===== src/rtl/branch_sched_pkg.sv =====
// -----------------------------------------------------------------------------
// branch_sched_pkg
// Shared types and constants for the D-stage branch scheduler.
//   cmpop_e      : branch comparison selector (CMPOP_SIZE bits)
//   opnd_t       : operand lookup result {pending, data}
//   SB_E/M/W     : scoreboard slot indices, youngest first
// -----------------------------------------------------------------------------
package branch_sched_pkg;

    localparam int CMPOP_SIZE  = 3;
    localparam int ADDR_W      = 5;
    localparam int DATA_W      = 32;
    localparam int TNEW_W_DFLT = 2;

    localparam int SB_DEPTH = 3;
    localparam int SB_E     = 0;
    localparam int SB_M     = 1;
    localparam int SB_W     = 2;

    // CMPOP_NOP and the reserved code both evaluate true.
    typedef enum logic [CMPOP_SIZE-1:0] {
        CMPOP_NOP  = 3'd0,
        CMPOP_EQ   = 3'd1,
        CMPOP_NE   = 3'd2,
        CMPOP_LT   = 3'd3,
        CMPOP_LE   = 3'd4,
        CMPOP_GT   = 3'd5,
        CMPOP_GE   = 3'd6,
        CMPOP_RSVD = 3'd7
    } cmpop_e;

    typedef struct packed {
        logic              pending;
        logic [DATA_W-1:0] data;
    } opnd_t;

endpackage


===== src/rtl/branch_sched_if.sv =====
// -----------------------------------------------------------------------------
// branch_sched_if
// Bundles the branch request, issue, forwarding and redirect signals.
//   master : drives the branch/issue/forward inputs, observes stall/taken/pc
//   slave  : the scheduler side
// -----------------------------------------------------------------------------
import branch_sched_pkg::*;

interface branch_sched_if #(
    parameter int TNEW_W = TNEW_W_DFLT
);
    logic              br_valid;
    cmpop_e            br_op;
    logic [ADDR_W-1:0] rs_addr;
    logic [ADDR_W-1:0] rt_addr;
    logic [DATA_W-1:0] rs_grf;
    logic [DATA_W-1:0] rt_grf;
    logic [DATA_W-1:0] br_target;
    logic              iss_valid;
    logic [ADDR_W-1:0] iss_addr;
    logic [TNEW_W-1:0] iss_tnew;
    logic [DATA_W-1:0] fwd_e;
    logic [DATA_W-1:0] fwd_m;
    logic [DATA_W-1:0] fwd_w;
    logic              stall;
    logic              taken;
    logic [DATA_W-1:0] redirect_pc;

    modport master (
        output br_valid, br_op, rs_addr, rt_addr, rs_grf, rt_grf, br_target,
               iss_valid, iss_addr, iss_tnew, fwd_e, fwd_m, fwd_w,
        input  stall, taken, redirect_pc
    );

    modport slave (
        input  br_valid, br_op, rs_addr, rt_addr, rs_grf, rt_grf, br_target,
               iss_valid, iss_addr, iss_tnew, fwd_e, fwd_m, fwd_w,
        output stall, taken, redirect_pc
    );
endinterface


===== src/rtl/branch_sched_cmp.sv =====
// -----------------------------------------------------------------------------
// branch_sched_cmp
// Combinational branch comparator (signed ordering compares).
//   i_op     : comparison selector
//   i_a/i_b  : forwarded rs/rt operands
//   o_result : 1 when the condition holds; NOP/reserved codes give 1
// -----------------------------------------------------------------------------
module branch_sched_cmp
    import branch_sched_pkg::*;
(
    input  cmpop_e            i_op,
    input  logic [DATA_W-1:0] i_a,
    input  logic [DATA_W-1:0] i_b,
    output logic              o_result
);
    logic w_eq;
    logic w_lt;

    assign w_eq = (i_a == i_b);
    assign w_lt = ($signed(i_a) < $signed(i_b));

    always_comb begin
        o_result = 1'b1;
        case (i_op)
            CMPOP_EQ: o_result = w_eq;
            CMPOP_NE: o_result = ~w_eq;
            CMPOP_LT: o_result = w_lt;
            CMPOP_LE: o_result = w_lt | w_eq;
            CMPOP_GT: o_result = ~(w_lt | w_eq);
            CMPOP_GE: o_result = ~w_lt;
            default:  o_result = 1'b1;
        endcase
    end
endmodule


===== src/rtl/branch_sched.sv =====
// -----------------------------------------------------------------------------
// branch_sched
// D-stage branch scheduler. Tracks in-flight GPR writes in an E/M/W
// scoreboard, stalls a branch until both operands are forwardable, picks the
// forwarded operands and resolves the branch in its own D cycle.
//   clk    : system clock
//   reset  : synchronous, active-high; clears the scoreboard
//   bus    : branch_sched_if.slave (branch, issue, forwarding, redirect)
// -----------------------------------------------------------------------------
module branch_sched
    import branch_sched_pkg::*;
#(
    parameter int TNEW_W = TNEW_W_DFLT
) (
    input  logic         clk,
    input  logic         reset,
    branch_sched_if.slave bus
);
    logic [SB_DEPTH-1:0]             r_sb_v;
    logic [SB_DEPTH-1:0][ADDR_W-1:0] r_sb_addr;
    logic [SB_DEPTH-1:0][TNEW_W-1:0] r_sb_tnew;

    logic [SB_DEPTH-1:0][DATA_W-1:0] w_fwd;
    opnd_t                           w_rs;
    opnd_t                           w_rt;
    logic                            w_stall;
    logic                            w_cmp_res;
    logic                            w_taken;

    assign w_fwd[SB_E] = bus.fwd_e;
    assign w_fwd[SB_M] = bus.fwd_m;
    assign w_fwd[SB_W] = bus.fwd_w;

    function automatic logic [TNEW_W-1:0] sat_dec(input logic [TNEW_W-1:0] t);
        return (t == '0) ? '0 : t - TNEW_W'(1);
    endfunction

    // Scan oldest to youngest so the youngest matching writer wins.
    function automatic opnd_t lookup(input logic [ADDR_W-1:0] a,
                                     input logic [DATA_W-1:0] grf);
        opnd_t res;
        res.pending = 1'b0;
        res.data    = grf;
        if (a != '0) begin
            for (int s = SB_DEPTH - 1; s >= 0; s--) begin
                if (r_sb_v[s] && (r_sb_addr[s] == a)) begin
                    res.pending = (r_sb_tnew[s] != '0);
                    res.data    = w_fwd[s];
                end
            end
        end
        return res;
    endfunction

    assign w_rs = lookup(bus.rs_addr, bus.rs_grf);
    // Same register on both ports must resolve identically.
    assign w_rt = (bus.rt_addr == bus.rs_addr) ? w_rs
                                               : lookup(bus.rt_addr, bus.rt_grf);

    assign w_stall = ~reset & bus.br_valid & (w_rs.pending | w_rt.pending);

    branch_sched_cmp u_cmp (
        .i_op     (bus.br_op),
        .i_a      (w_rs.data),
        .i_b      (w_rt.data),
        .o_result (w_cmp_res)
    );

    assign w_taken         = ~reset & bus.br_valid & ~w_stall & w_cmp_res;
    assign bus.stall       = w_stall;
    assign bus.taken       = w_taken;
    assign bus.redirect_pc = w_taken ? bus.br_target : '0;

    // The scoreboard always advances; a stall only turns the E slot into a bubble.
    always_ff @(posedge clk) begin
        if (reset) begin
            r_sb_v    <= '0;
            r_sb_addr <= '0;
            r_sb_tnew <= '0;
        end else begin
            if (w_stall) begin
                r_sb_v[SB_E]    <= 1'b0;
                r_sb_addr[SB_E] <= '0;
                r_sb_tnew[SB_E] <= '0;
            end else begin
                r_sb_v[SB_E]    <= bus.iss_valid & (bus.iss_addr != '0);
                r_sb_addr[SB_E] <= bus.iss_addr;
                r_sb_tnew[SB_E] <= bus.iss_tnew;
            end
            r_sb_v[SB_M]    <= r_sb_v[SB_E];
            r_sb_addr[SB_M] <= r_sb_addr[SB_E];
            r_sb_tnew[SB_M] <= sat_dec(r_sb_tnew[SB_E]);
            r_sb_v[SB_W]    <= r_sb_v[SB_M];
            r_sb_addr[SB_W] <= r_sb_addr[SB_M];
            r_sb_tnew[SB_W] <= sat_dec(r_sb_tnew[SB_M]);
        end
    end
endmodule

===== src/flat_wrapper.sv =====
// flat-port wrapper written by rule: the top's interface ports become plain ports
module branch_sched_flat import branch_sched_pkg::*;
#(
    parameter int TNEW_W = TNEW_W_DFLT
)
  (clk, reset, bus_br_valid, bus_br_op, bus_rs_addr, bus_rt_addr, bus_rs_grf, bus_rt_grf, bus_br_target, bus_iss_valid, bus_iss_addr, bus_iss_tnew, bus_fwd_e, bus_fwd_m, bus_fwd_w, bus_stall, bus_taken, bus_redirect_pc);
  branch_sched_if #(.TNEW_W(TNEW_W)) bus_i ();
  input  logic clk;
  input  logic reset;
  input wire logic [$bits(bus_i.br_valid)-1:0] bus_br_valid;
  input wire logic [$bits(bus_i.br_op)-1:0] bus_br_op;
  input wire logic [$bits(bus_i.rs_addr)-1:0] bus_rs_addr;
  input wire logic [$bits(bus_i.rt_addr)-1:0] bus_rt_addr;
  input wire logic [$bits(bus_i.rs_grf)-1:0] bus_rs_grf;
  input wire logic [$bits(bus_i.rt_grf)-1:0] bus_rt_grf;
  input wire logic [$bits(bus_i.br_target)-1:0] bus_br_target;
  input wire logic [$bits(bus_i.iss_valid)-1:0] bus_iss_valid;
  input wire logic [$bits(bus_i.iss_addr)-1:0] bus_iss_addr;
  input wire logic [$bits(bus_i.iss_tnew)-1:0] bus_iss_tnew;
  input wire logic [$bits(bus_i.fwd_e)-1:0] bus_fwd_e;
  input wire logic [$bits(bus_i.fwd_m)-1:0] bus_fwd_m;
  input wire logic [$bits(bus_i.fwd_w)-1:0] bus_fwd_w;
  output wire logic [$bits(bus_i.stall)-1:0] bus_stall;
  output wire logic [$bits(bus_i.taken)-1:0] bus_taken;
  output wire logic [$bits(bus_i.redirect_pc)-1:0] bus_redirect_pc;
  assign bus_i.br_valid = bus_br_valid;
  assign bus_i.br_op = bus_br_op;
  assign bus_i.rs_addr = bus_rs_addr;
  assign bus_i.rt_addr = bus_rt_addr;
  assign bus_i.rs_grf = bus_rs_grf;
  assign bus_i.rt_grf = bus_rt_grf;
  assign bus_i.br_target = bus_br_target;
  assign bus_i.iss_valid = bus_iss_valid;
  assign bus_i.iss_addr = bus_iss_addr;
  assign bus_i.iss_tnew = bus_iss_tnew;
  assign bus_i.fwd_e = bus_fwd_e;
  assign bus_i.fwd_m = bus_fwd_m;
  assign bus_i.fwd_w = bus_fwd_w;
  assign bus_stall = bus_i.stall;
  assign bus_taken = bus_i.taken;
  assign bus_redirect_pc = bus_i.redirect_pc;
  branch_sched #(.TNEW_W(TNEW_W)) u_core (.clk(clk), .reset(reset), .bus(bus_i));
endmodule

===== config.mk =====
export PLATFORM = sky130hd
export DESIGN_NAME = branch_sched_flat
export DESIGN_NICKNAME = d
export VERILOG_FILES = /design/src/rtl/branch_sched_pkg.sv /design/src/rtl/branch_sched_if.sv /design/src/rtl/branch_sched_cmp.sv /design/src/rtl/branch_sched.sv /design/src/flat_wrapper.sv
export SDC_FILE = /design/constraint.sdc
export NUM_CORES = 1
export LEC_CHECK = 0
export BUFFER_PORTS_ARGS = -buffer_cell sky130_fd_sc_hd__buf_2
export CAP_MARGIN = 20
export CELL_PAD_IN_SITES_DETAIL_PLACEMENT = 1
export CELL_PAD_IN_SITES_GLOBAL_PLACEMENT = 2
export CORE_ASPECT_RATIO = 0.7
export CORE_MARGIN = 2
export CORE_UTILIZATION = 24
export CTS_CLUSTER_DIAMETER = 80
export DETAILED_ROUTE_END_ITERATION = 12
export PLACE_DENSITY_LB_ADDON = 0.25
export SLEW_MARGIN = 25
export SYNTH_ARGS = -nofsm -noshare
export SYNTH_HDL_FRONTEND = slang
export SYNTH_SLANG_ARGS = --single-unit

===== constraint.sdc =====
create_clock -name clk -period 7.86 [get_ports clk]
set_input_delay 1.572 -clock clk [delete_from_list [all_inputs] [get_ports clk]]
set_output_delay 1.572 -clock clk [all_outputs]
set_load 0.1 [all_outputs]

; Word level (Yosys, flattened, before mapping)
; Cells that the tools add are included.
[totals]
out_inout_bits = 34
register_bits = 24
[op_classes]
bitwise_logic = 12
order_cmp = 1
n_mux = 11
reduce_logical = 17
n_eq_ne = 14
add_sub_neg = 2
[ops]
columns = operator, n
row1 = two-way mux 33 bit, 9
row2 = == test 5 bit, 7
row3 = == test 32 bit, 1
row4 = < comparator 32 bit, 1
row5 = two-way mux 32 bit, 1
row6 = nonzero test 5 bit, 3
row7 = "== test 3 bit, second input constant", 3
row8 = "== test 3 x 2 -> 1 bit, second input constant", 2
row9 = logical AND 1 bit, 6
row10 = case mux 1 bit (6 select lines), 1
row11 = nonzero test 2 bit, 3
row12 = OR reduction 2 bit, 3
row13 = bitwise AND 1 bit, 5
row14 = inverter 1 bit, 5
row15 = zero test 2 bit, 2
row16 = "subtractor 2 x 1 -> 2 bit, second input constant", 2
row17 = "== test 3 x 1 -> 1 bit, second input constant", 1
row18 = OR 1 bit, 2

; Logic depth before layout (Yosys ltp)
[logic_depth]
depth_word = 13
depth_mapped = 21

; By module
; Synthesis repeated with hierarchy kept, for this count alone.
[hier_totals]
hier_cells = 863
area_unflattened_um2 = 5659.2
[modules_own_cells]
columns = mod, area_per_inst_um2, n_inst, cells_per_inst, seq_area_each_um2
row1 = branch_sched, 4774.6, 1, 736, 480.5
row2 = branch_sched_cmp, 884.6, 1, 127, 0.0

; Worst setup path before layout
; OpenSTA, ideal clock, no wires.
[synth_path]
path_type = in2out
startpoint = in bus_rs_addr[4]
endpoint = out bus_redirect_pc[10]
slack_ps = -921
path_buffers = 4
path_stages = 21
t_required_ps = 6288
arrival_time_ps = 7209
cell_sequence = buf_2 > xor2_1 > nor4_1 > and3_1 > buf_2 > buf_4 > mux2i_1 > a211oi_1 > a21oi_1 > o21ai_1 > mux2i_1 > ha_1 > a21oi_1 > nand2_1 > a221o_1 > a211oi_2 > o221ai_2 > a211oi_1 > a2111oi_4 > buf_6 > nor3b_1
[synth_via]
elab_chain_cells = 13
elab_cells_between_ends = 26
[synth_lines]
columns = element, line_no
row1 = from (decl), flat_wrapper.sv:12  ; input wire logic [$bits(bus_i.rs_addr)-1:0] bus_rs_addr;
row2 = == test 5 bit, branch_sched.sv:46  ; if (r_sb_v[s] && (r_sb_addr[s] == a)) begin
row3 = logical AND 1 bit, branch_sched.sv:46
row4 = two-way mux 33 bit (3 in a row), branch_sched.sv:46
row5 = two-way mux 33 bit, branch_sched.sv:44  ; if (a != '0) begin
row6 = two-way mux 33 bit, branch_sched.sv:57  ; assign w_rt = (bus.rt_addr == bus.rs_addr) ? w_rs
row7 = < comparator 32 bit (tied with other cells), branch_sched_cmp.sv:20  ; assign w_lt = ($signed(i_a) < $signed(i_b));
row8 = OR 1 bit or bitwise AND 1 bit (tied branches), "branch_sched_cmp.sv:28, branch_sched_cmp.sv:29, branch_sched.sv:60"
row9 = "inverter 1 bit, on equally long branches", "branch_sched_cmp.sv:29, branch_sched.sv:69"
row10 = case mux 1 bit (6 select lines) or bitwise AND 1 bit (tied branches), "branch_sched_cmp.sv:24, branch_sched.sv:69"
row11 = bitwise AND 1 bit *, branch_sched.sv:69  ; assign w_taken = ~reset & bus.br_valid & ~w_stall & w_cmp_res;
row12 = two-way mux 32 bit *, branch_sched.sv:72  ; assign bus.redirect_pc = w_taken ? bus.br_target : '0;
row13 = to (decl), flat_wrapper.sv:25  ; output wire logic [$bits(bus_i.redirect_pc)-1:0] bus_redirect_pc;
; Mark *: on every way between the ends. The rest lies on a longest branch, timed or not.

; Worst setup path in the final report
[layout_path]
startpoint = in bus_rt_addr[2]
endpoint = out bus_redirect_pc[18]
[layout_via]
elab_chain_cells = 13
elab_cells_between_ends = 26
[layout_lines]
columns = element, line_no
row1 = from (decl), flat_wrapper.sv:13  ; input wire logic [$bits(bus_i.rt_addr)-1:0] bus_rt_addr;
row2 = == test 5 bit, branch_sched.sv:46
row3 = logical AND 1 bit, branch_sched.sv:46
row4 = two-way mux 33 bit (3 in a row), branch_sched.sv:46
row5 = two-way mux 33 bit, branch_sched.sv:44
row6 = two-way mux 33 bit *, branch_sched.sv:57
row7 = < comparator 32 bit (tied with other cells), branch_sched_cmp.sv:20
row8 = OR 1 bit or bitwise AND 1 bit (tied branches), "branch_sched_cmp.sv:28, branch_sched_cmp.sv:29, branch_sched.sv:60"
row9 = "inverter 1 bit, on equally long branches", "branch_sched_cmp.sv:29, branch_sched.sv:69"
row10 = case mux 1 bit (6 select lines) or bitwise AND 1 bit (tied branches), "branch_sched_cmp.sv:24, branch_sched.sv:69"
row11 = bitwise AND 1 bit *, branch_sched.sv:69
row12 = two-way mux 32 bit *, branch_sched.sv:72
; Marks and branches as above.

==> key figures <==
Status
  • Status: finished clean

Placed design
  • Inst Count DP: 1,212
  • Gpl congestion: 0.785
  • Hpwl dp: 17,200 um
  • PortBufs: 249
  • Pre-CTS setup slack: 0.0281 ns

Floorplan
  • IO Count: 250
  • Row cnt: 44
  • Die height: 126 um
  • Core area: 20,800 um2
  • Width of the die: 179 um
  • Initial Util: 24.6%
  • Die Footprint: 22,500 um2

CTS
  • Worst skew pair latency: 0.26 ns
  • H-tree Lvls: 1
  • CTS Buffer Depth: 2
  • Clock tree root driver cell: clkbuf_16
  • Clock-pin transition on the worst setup and hold timing paths: 0.06 ns
  • Sink Count: 24
  • CTS tree: done
  • CTS buffer count: 3

Cells and area
  • FILL cells: 2,611
  • Area delta synth->final: 47.0%
  • Footprint of the multi-input gates: 4510 um2
  • Final core utilization: 36.1%
  • Nets: 1,197
  • Seq. cell area: 480 um2
  • Final std cells w/o fill: 1,224
  • Share of layout cells above drive strength 1: 35.3%

Power
  • Pwr dens: 84.8 nW/um2
  • Peak supply drop: 0.0662 mV
  • Leak Pwr: 3.25 nW
  • Overall power: 638 uW

Routing
  • Post-route ant nets: 0
  • Vias per cell: 5.00
  • DRT Pass-1 Iters: 4
  • Detailed Route Iter0 Violations: 217
  • Routed via count: 6,125
  • Total Wirelength: 22,500 um
  • DRC: 0
  • DR WL/cell: 18.4 um

Setup path
  • Max stage delay on crit path: 0.37 ns
  • CP Buf/Inv Count: 5
  • Critical path, cell by cell: buf_2 -> xor2_1 -> nor4_2 -> and3_4 -> buf_4 -> mux2i_1 -> a211oi_1 -> a21oi_1 -> o21ai_0 -> mux2i_1 -> ha_1 -> nand4_2 -> nor4_4 -> a21oi_2 -> o221ai_2 -> mux2i_2 -> a2111oi_4 -> buf_4 -> buf_6 -> nor3b_2 -> buf_12
  • CP Capture Type: primary output
  • CP max-delay cell: nor4_4
  • CP Data Arrival Time: 6.04 ns
  • CP delay by family, top: simple AND/OR/NAND/NOR gates
  • Critical Path RT: 6.29 ns
  • Crit path kind: in -> out
  • Crit-path max FO: 9
  • Critical Path Start Type: primary input

Timing
  • Fin crit share: 96.8%
  • Min Tclk post-route: 7.61 ns
  • Fin worst setup slack: 0.251 ns
  • Post-route clock skew: 0.00388 ns
  • Fmax: 0.131 GHz
  • Endpoints failing setup: 0
  • Fin. max-slew vios: 0
  • Max_slew headroom: 56.9%
  • Actual slew at the worst max-slew pin: 0.646 ns
  • Count of final hold-check violations: 0

GRT
  • Vias in the first global route: 6,244
  • Initial antenna violation count: 6
  • Gr usage total: 19.0%
  • Total congestion overflow: 0
  • Pin count of the biggest net entering global routing: 45
  • First-pass GRT wire length: 34,700 um

Logic synthesis
  • Gate Count Post-Synth: 736
  • Top cells by area, synth: mux2i_1, a211oi_1, dfxtp_1, ha_1, a21oi_1
  • Xor-xnor portion of the synthesized cell area: 5.99%
  • Synth Area in Simple Gates: 22.8%
  • Mapped Area: 5120 um2
  • Sequential-to-total area share from yosys stat: 9.39%
  • Post-Synth Adder-Cell Area: 8.31%
  • Net count after synthesis: 986
  • Flops & latches, synth: 24
  • Main combinational cell family by area after synthesis: compound AO/OA/AOI/OAI gates
  • Unique masters post-synth: 47
  • Compound-Gate Fraction of Synth Area: 27.3%
  • Syn. warnings: 0
  • Dominant cell type by area after synthesis: mux2i_1
  • Post-synthesis mux area share: 19.0%
  • Post-Syn Area per Cell: 6.95 um2
  • Area share of the largest cell type after synthesis: 18.8%

Worst hold path
  • Hold/Removal Path Class: reg -> reg

Job
  • Max-cap violation count: 0
==> cells in the final DEF, fill, tap and decap left out, types with 2 or more instances in the layout <==
cell type  instances
a211oi_1          65
a211oi_2           3
a21oi_1           77
and2_1             7
and3_2             3
buf_12            39
buf_2            216
buf_4             17
clkbuf_16          5
dfxtp_1           24
diode_2            2
ha_1              34
inv_1             12
mux2i_1           95
nand2_1           77
nand3_1            3
nand3_2            3
nand4_1            4
nor2_1            71
nor2_4             2
nor2b_1           13
nor3_1             6
nor3b_2           31
nor4_1             4
nor4_2             2
nor4_4             2
o211a_1            2
o21ai_0           38
o21ai_1           31
o31ai_1            2
or4_1              2
xnor2_1            8
xor2_1            27
==> synth_stat cells (all sizes together) <==
cell type and instances:
clkbuf 39, nand4 5, dfxtp 24, nor2b 13, nor4 8, and4 1
o311a 1, buf 30, or3 1, xor2 27, o221ai 2, mux2 1
nor2 73, a211oi 68, or4 2, o31ai 2, mux2i 96, o21ai 69
nand3b 1, and3 5, a21oi 78, ha 34, nor3b 32, a211o 1
o211a 2, nand3 6, a2111oi 1, o21ba 1, and2 7, inv 12
a21o 1, a221o 1, nor3 6, o22a 1, xnor2 8, nand2 77
==> cell type report <==
type,count,area share [%]
flip-flops and latches,24,6.39
multi-input cells,631,59.9
inverters,12,0.599
repair buffers,275,27.3
clock buffers,4,1.18
diodes,2,0.0665
well taps,276,4.59
==> path summary, 6_finish.rpt <==
kind	start	end	slack, ns	cells past startpoint
worst min register to register	u_core.r_sb_tnew[2]	u_core.r_sb_tnew[4]	0.42	1
worst min-delay path	u_core.r_sb_tnew[2]	u_core.r_sb_tnew[4]	0.42	1
worst max-delay path	bus_rt_addr[2]	bus_redirect_pc[18]	0.25	21
worst max register to register	u_core.r_sb_addr[7]	u_core.r_sb_v[0]	5.43	9
==> power by group <==
part           internal, mW  switching [mW]  total [mW]
combinational         0.164           0.220       0.383
clock                0.0778          0.0439       0.122
sequential            0.127         0.00506       0.132
total                 0.369           0.269       0.638
==> sequential cells by signal (all words and copies together), names as in the netlist <==
register,flops
u_core.r_sb_addr,15
u_core.r_sb_tnew,6
u_core.r_sb_v,3
==> logic make-up (layout without fill, tap and decap cells) <==
| family | count (synthesis) | in the layout |
|---|---|---|
| flops | 24 | 24 |
| compound gates | 228 | 228 |
| mux | 97 | 97 |
| fa+ha+maj | 34 | 34 |
| other cells | 0 | 2 |
| buf+inv | 81 | 291 |
| simple gates | 237 | 237 |
| xor+xnor | 35 | 35 |
==> what timing repair did <==
| action | CTS | global route |
|---|---|---|
| gates resized for setup | 1 | 45 |
| cloned | 0 | 3 |
| buffers inserted | 0 | 3 |
| setup endpoints to repair | 1 | 33 |
| hold buffers | 0 | 0 |
| pin swaps | 0 | 6 |
==> routing by layer <==
layer	up-vias	share of wire [%]	track usage [%]
li1	3098	-	-
met1	2830	50	27.6
met2	164	43	30.0
met3	27	5.9	3.35
met4	6	0.94	2.06
met5	-	0.14	0
==> stage by stage <==
step	hold slack, ns	cell area, um2	setup TNS [ns]
after floorplan	0.391	5120	-29.14
after global placement	0.405	7140	0
after detailed placement	0.413	7140	0
after CTS	0.427	7230	0
after global routing	0.445	7520	-0.604
final	0.423	7520	0
(Power assumes the default switching activity.)
